`src/rtl/time_set_pkg.sv`:
```
// Shared definitions for the time-setting front end: edit states,
// field limits and the common counter width.
package time_set_pkg;

  // Wide enough for the largest timing parameter (timeout, 5e8 cycles).
  localparam int CNT_W = 32;

  typedef enum logic [1:0] {
    IDLE     = 2'd0,
    SET_HOUR = 2'd1,
    SET_MIN  = 2'd2
  } state_t;

  localparam logic [5:0] HOUR_MAX = 6'd23;
  localparam logic [5:0] MIN_MAX  = 6'd59;

endpackage

```
`src/rtl/time_set_input_btn_debounce.sv`:
```
// One push-button conditioner: 2-flop synchroniser, counter debounce,
// single-cycle press pulse on the debounced rising edge and optional
// auto-repeat while the button stays held.
module btn_debounce
  import time_set_pkg::*;
#(
  parameter int unsigned DEBOUNCE_CYCLES = 250000,
  parameter bit          REPEAT_EN       = 1'b1,
  parameter int unsigned REPEAT_DELAY    = 25000000,
  parameter int unsigned REPEAT_RATE     = 5000000
) (
  input  logic CLK,
  input  logic RST,
  input  logic Raw,
  output logic Level,
  output logic Press
);

  logic             sync0;
  logic             sync1;
  logic [CNT_W-1:0] db_cnt;
  logic [CNT_W-1:0] rep_cnt;
  logic [CNT_W-1:0] rep_target;
  logic             rep_first;
  logic             rise;

  // The debounced level is about to flip from 0 to 1 on this edge.
  assign rise = sync1 && !Level && (db_cnt == CNT_W'(DEBOUNCE_CYCLES - 1));

  // First repeat waits the long delay, later ones use the short rate.
  assign rep_target = rep_first ? CNT_W'(REPEAT_DELAY - 1) : CNT_W'(REPEAT_RATE - 1);

  // Synchronise the raw input and flip the level after a stable run.
  always_ff @(posedge CLK) begin
    if (RST) begin
      sync0  <= 1'b0;
      sync1  <= 1'b0;
      Level  <= 1'b0;
      db_cnt <= '0;
    end else begin
      sync0 <= Raw;
      sync1 <= sync0;
      if (sync1 == Level) begin
        db_cnt <= '0;
      end else if (db_cnt == CNT_W'(DEBOUNCE_CYCLES - 1)) begin
        Level  <= sync1;
        db_cnt <= '0;
      end else begin
        db_cnt <= db_cnt + CNT_W'(1);
      end
    end
  end

  // Emit the initial press pulse and, if enabled, timed repeats while held.
  always_ff @(posedge CLK) begin
    if (RST) begin
      Press     <= 1'b0;
      rep_cnt   <= '0;
      rep_first <= 1'b1;
    end else begin
      Press <= 1'b0;
      if (rise) begin
        Press     <= 1'b1;
        rep_cnt   <= '0;
        rep_first <= 1'b1;
      end else if (REPEAT_EN && Level) begin
        if (rep_cnt == rep_target) begin
          Press     <= 1'b1;
          rep_cnt   <= '0;
          rep_first <= 1'b0;
        end else begin
          rep_cnt <= rep_cnt + CNT_W'(1);
        end
      end else begin
        rep_cnt   <= '0;
        rep_first <= 1'b1;
      end
    end
  end

endmodule

```
`src/rtl/time_set_input.sv`:
```
// Alarm-clock time-setting front end: conditions MODE/UP/DOWN buttons,
// steps hours then minutes, and commits the result with a one-cycle Load.
module time_set_input
  import time_set_pkg::*;
#(
  parameter int unsigned DEBOUNCE_CYCLES = 250000,
  parameter int unsigned REPEAT_DELAY    = 25000000,
  parameter int unsigned REPEAT_RATE     = 5000000,
  parameter int unsigned TIMEOUT_CYCLES  = 500000000
) (
  input  logic       CLK,
  input  logic       RST,
  input  logic       BTN_MODE,
  input  logic       BTN_UP,
  input  logic       BTN_DOWN,
  input  logic [5:0] Cur_Hour,
  input  logic [5:0] Cur_Min,
  output logic [5:0] Set_Hour,
  output logic [5:0] Set_Min,
  output logic       Load,
  output logic       Editing,
  output logic       Edit_Field
);

  state_t           state;
  logic [CNT_W-1:0] tmo_cnt;
  logic             mode_press;
  logic             up_press;
  logic             down_press;
  // Debounced levels are not needed by the edit logic (press pulses suffice).
  logic [2:0]       levels_unused;

  // Step a field by one with wrap; out-of-range values wrap to 0 going up
  // and to the maximum going down.
  function automatic logic [5:0] step_field(input logic [5:0] v, input logic up,
                                            input logic [5:0] max);
    if (up) begin
      return (v >= max) ? 6'd0 : v + 6'd1;
    end
    return (v == 6'd0 || v > max) ? max : v - 6'd1;
  endfunction

  btn_debounce #(
    .DEBOUNCE_CYCLES(DEBOUNCE_CYCLES),
    .REPEAT_EN      (1'b0),
    .REPEAT_DELAY   (REPEAT_DELAY),
    .REPEAT_RATE    (REPEAT_RATE)
  ) u_mode (
    .CLK  (CLK),
    .RST  (RST),
    .Raw  (BTN_MODE),
    .Level(levels_unused[0]),
    .Press(mode_press)
  );

  btn_debounce #(
    .DEBOUNCE_CYCLES(DEBOUNCE_CYCLES),
    .REPEAT_EN      (1'b1),
    .REPEAT_DELAY   (REPEAT_DELAY),
    .REPEAT_RATE    (REPEAT_RATE)
  ) u_up (
    .CLK  (CLK),
    .RST  (RST),
    .Raw  (BTN_UP),
    .Level(levels_unused[1]),
    .Press(up_press)
  );

  btn_debounce #(
    .DEBOUNCE_CYCLES(DEBOUNCE_CYCLES),
    .REPEAT_EN      (1'b1),
    .REPEAT_DELAY   (REPEAT_DELAY),
    .REPEAT_RATE    (REPEAT_RATE)
  ) u_down (
    .CLK  (CLK),
    .RST  (RST),
    .Raw  (BTN_DOWN),
    .Level(levels_unused[2]),
    .Press(down_press)
  );

  // Edit FSM with working registers, timeout and registered status outputs.
  always_ff @(posedge CLK) begin
    if (RST) begin
      state      <= IDLE;
      Set_Hour   <= 6'd0;
      Set_Min    <= 6'd0;
      Load       <= 1'b0;
      Editing    <= 1'b0;
      Edit_Field <= 1'b0;
      tmo_cnt    <= '0;
    end else begin
      Load <= 1'b0;
      case (state)
        IDLE: begin
          tmo_cnt <= '0;
          if (mode_press) begin
            state      <= SET_HOUR;
            Set_Hour   <= Cur_Hour;
            Set_Min    <= Cur_Min;
            Editing    <= 1'b1;
            Edit_Field <= 1'b0;
          end
        end
        SET_HOUR, SET_MIN: begin
          if (mode_press) begin
            // MODE takes priority over any UP/DOWN pulse in the same cycle.
            tmo_cnt <= '0;
            if (state == SET_HOUR) begin
              state      <= SET_MIN;
              Edit_Field <= 1'b1;
            end else begin
              state      <= IDLE;
              Editing    <= 1'b0;
              Edit_Field <= 1'b0;
              Load       <= 1'b1;
            end
          end else if (up_press || down_press) begin
            tmo_cnt <= '0;
            // UP and DOWN together cancel out.
            if (up_press != down_press) begin
              if (state == SET_HOUR) begin
                Set_Hour <= step_field(Set_Hour, up_press, HOUR_MAX);
              end else begin
                Set_Min <= step_field(Set_Min, up_press, MIN_MAX);
              end
            end
          end else if (tmo_cnt == CNT_W'(TIMEOUT_CYCLES - 1)) begin
            // Abandon the edit silently; working values are kept.
            state      <= IDLE;
            Editing    <= 1'b0;
            Edit_Field <= 1'b0;
            tmo_cnt    <= '0;
          end else begin
            tmo_cnt <= tmo_cnt + CNT_W'(1);
          end
        end
        default: begin
          state      <= IDLE;
          Editing    <= 1'b0;
          Edit_Field <= 1'b0;
          tmo_cnt    <= '0;
        end
      endcase
    end
  end

endmodule
```
`config.mk`:
```
export PLATFORM = sky130hd
export DESIGN_NAME = time_set_input
export DESIGN_NICKNAME = d
export VERILOG_FILES = /design/src/rtl/time_set_pkg.sv /design/src/rtl/time_set_input_btn_debounce.sv /design/src/rtl/time_set_input.sv
export SDC_FILE = /design/constraint.sdc
export NUM_CORES = 1
export LEC_CHECK = 0
export ABC_CLOCK_PERIOD_IN_PS = 6500
export CAP_MARGIN = 0
export CORE_UTILIZATION = 59
export DETAILED_ROUTE_END_ITERATION = 10
export MAX_ROUTING_LAYER = met4
export PLACE_DENSITY_LB_ADDON = 0.05
export SYNTH_ARGS = -nofsm -noshare
export SYNTH_HDL_FRONTEND = slang
export SYNTH_HIERARCHICAL = 1
export SYNTH_SLANG_ARGS = --single-unit
```
`constraint.sdc`:
```
create_clock -name CLK -period 6.5 [get_ports CLK]
set_input_delay 1.3 -clock CLK [delete_from_list [all_inputs] [get_ports CLK]]
set_output_delay 1.3 -clock CLK [all_outputs]
set_load 0.005 [all_outputs]
```
==> results.cfg <==
[status]
status = complete, no violations

[critical_path]
worstSetupPathType = register to primary output
worst-path-buf-inv = 1
cp_max_fo = 16
critical_path_required_ns = 5.20
max_stage_delay_ns = 0.63
startpoint_type = register
end_kind = primary output
worstPathArrival_ns = 1.75
rr_worst_depth = 7
worst-path-stages = 1
crit_slowest_cell = dfxtp_1
crit_chain = clkdlybuf4s50_1
critPathTopFamily = flip-flops
r2r_setup_slack_ns = 3.67

[power_and_ir_drop]
p_leak_nw = 3.671
max-vdd-ir-drop_v = 0.0002579
power_density_nw_per_um2 = 218.9

[grt]
groute.layer.met2.usage_pct = 40.36
grtUsageMet3_pct = 3.442
grt_max_degree = 38
antenna_found_initial = 0
overflow = 0
grt.total_usage_pct = 24.86
grt_pass1_vias = 8880
busiest_layer = met2
grt_pass1_wl_um = 41450
use_met1_pct = 33.16

[routing]
drtIter0Drc = 518
wirelength_um = 23540
vias = 9697
drc_errors = 0
first_pass_iters = 7
wl_per_cell_um = 14.76
ant_nets = 0
avgViaCountPerCell = 6.080

[die]
rows = 50
ioPinCount = 32
core_area_um2 = 18890
die-area_um2 = 19980
start_util_pct = 60.66
die_w_um = 141.4
die_h_um = 141.4

[run]
maxCapViolations = 0

[layout]
fin_area_um2 = 12590
drive_above_1_share_pct = 7.566
fillCellCount = 1633
multiInputGateArea_um2 = 6454
nNetsFinal = 1354
area_growth_pct = 9.838
diodes = 0
regArea_um2 = 4464

[cts]
cts_tree = yes
cts-hold-fix-buffers = 0
clk_latency_ns = 0.52
cts_root_buf = clkbuf_16
post_cts_buffers = 0
clock_path_buffers = 3
path_clk_slew_ns = 0.06
cts_buffers = 25
cts_sinks = 223
cts_htree_levels = 1
post_cts_resized = 0

[logic_synthesis]
syn_nets = 1359
synth_edf_count = 0
netlist_instances = 1323
post_synth.cell_area_avg_um2 = 8.662
mappedNetlistArea_um2 = 11460
async_flop_share_pct = 0
ys_warn_count = 6
yosysSeqAreaShare_pct = 38.96
ys.flop_type = dfxtp_1
yosys_register_bits = 223
netlist-cell-type-count = 74

[min_path]
hp-class = register to register
hold_path_depth = 1

[timing]
max_freq_mhz = 327.7
relSlewSlack_pct = 30.16
setup_tns_ns = 0
timing.final.crit_share_pct = 46.95
worst_pin_slew_ns = 1.034
clock_skew_ns = 0.009330
setup_viol = 0
drv_slew = 0
rsz0062_at_grt = false
fin_crit_ns = 3.052
finalHoldViolCount = 0

[place]
placed_cell_area_um2 = 11790
hpwl_um = 15550
io_buffers = 31
place_congestion = 0.9160
-- synthesized netlist by cell type, types with 6 or more instances --
library cell  instances  area [µm²]
nor2_1              112       420.4
nand2_1              60       225.2
nor4b_1               8       70.07
nor4_1               34       212.7
buf_4                 8       60.06
a211oi_1             37       277.8
or3_1                33       206.5
inv_1                43       161.4
nor3_1               41       205.2
xor2_1               50       437.9
and4_1               20       175.2
o21ai_0              45       225.2
xnor2_1              48       420.4
nor2b_1               9       56.30
nor3b_1               7       52.55
buf_2                15       75.07
dfxtp_1             223        4464
a21oi_1              74       370.4
a211oi_2              8       100.1
and3_1               17       106.4
or2_2                 6       37.54
ha_1                 19       237.7
or4_1                66       495.5
nand3_1              82       410.4
o31ai_1              61       457.9
and2_1               11       68.82
nand4_1              61       381.6
buf_6                10       112.6
clkbuf_1             36       135.1
-- final timing paths --
check,to,startpoint
worst min register to register,u_up/sync1,u_up/sync0
worst max register to register,Set_Min[3],u_up/Press
worst max-delay path,Set_Min[2],Set_Min[2]
worst min-delay path,u_up/sync1,u_up/sync0
-- final cells by class --
cell class,instances,share of cell area [%]
well taps,260,2.584
inverters,44,1.312
clock inverters,14,0.9245
multi-input cells,984,51.27
clock buffers,30,5.437
repair buffers,40,3.002
flip-flops and latches,223,35.47
-- where the power goes --
group / internal [mW] / switching [mW]
clock: 0.792 / 0.567
sequential: 1.37 / 0.00123
combinational: 0.0131 / 0.0130
total: 2.17 / 0.581
-- metrics by stage --
stage / worst slack [ns] / utilization (%) / power [mW] / cells / hold WS, ns
floorplan: 4.296 / - / 1.411 / 1323 / 0.4138
global placement: 3.501 / 62.38 / 1.427 / 1551 / 0.4326
detailed placement: 3.456 / 62.38 / 1.427 / 1551 / 0.4291
CTS: 3.442 / 66.62 / 2.792 / 1595 / 0.4433
global route: 3.354 / 66.62 / 2.847 / 1595 / 0.4548
finish: 3.448 / 66.62 / 2.756 / 1595 / 0.4401
-- routing by layer --
| layer | vias up | routed length [µm] |
|---|---|---|
| li1 | 4970 | - |
| met1 | 4561 | 11460 |
| met2 | 143 | 10880 |
| met3 | 23 | 919 |
| met4 | 0 | 277 |
| met5 | - | 0 |
-- kinds of logic (layout without fill, tap and decap cells) --
family,Yosys count,in the layout,synth area share (%)
multiplexers,2,2,0.1965
XOR/XNOR,98,98,7.490
flip-flops,223,223,38.96
AO/OA/AOI/OAI,258,258,15.35
adder cells (fa/ha/maj),19,19,2.074
AND/OR/NAND/NOR,607,607,30.81
buffers and inverters,116,128,5.121
-- cells in the final DEF, fill, tap and decap left out, types with 4 or more instances in the layout --
cell type and instances:
nand4_1 61, nand2b_1 4, nor3b_1 7, clkbuf_8 4, ha_1 19, nor2b_1 9
clkbuf_16 25, a211oi_2 8, dfxtp_1 223, buf_4 9, and3_2 4, nor4b_1 8
nor4_1 34, xnor2_1 48, and3_1 17, or3_1 33, nor3_1 41, nand2_1 60
o31ai_4 4, a21oi_1 74, o31ai_1 59, nand4_2 4, and2_1 11, nand3_1 82
xor2_1 50, and4_1 20, or2_2 6, clkdlybuf4s50_1 31, o21ai_0 45, or4_1 66
clkinv_2 7, nor2_1 112, a211oi_1 37, inv_1 43
-- state kept, by name (all words and copies together), names as in the netlist, 2 cells and up --
register,cells
Set_Hour,6
Set_Min,6
state,2
tmo_cnt,32
u_down/db_cnt,32
u_down/rep_cnt,32
u_mode/db_cnt,32
u_up/db_cnt,32
u_up/rep_cnt,32
-- worst register-to-register path: cells and delay by family (launching register included) --
kind,cells,cell delay (ns)
compound gates,4,1.35
fa+ha+maj,1,0.37
buf+inv,1,0.21
flops,1,0.69
simple gates,1,0.09
Power figures use the tool's default switching activity.
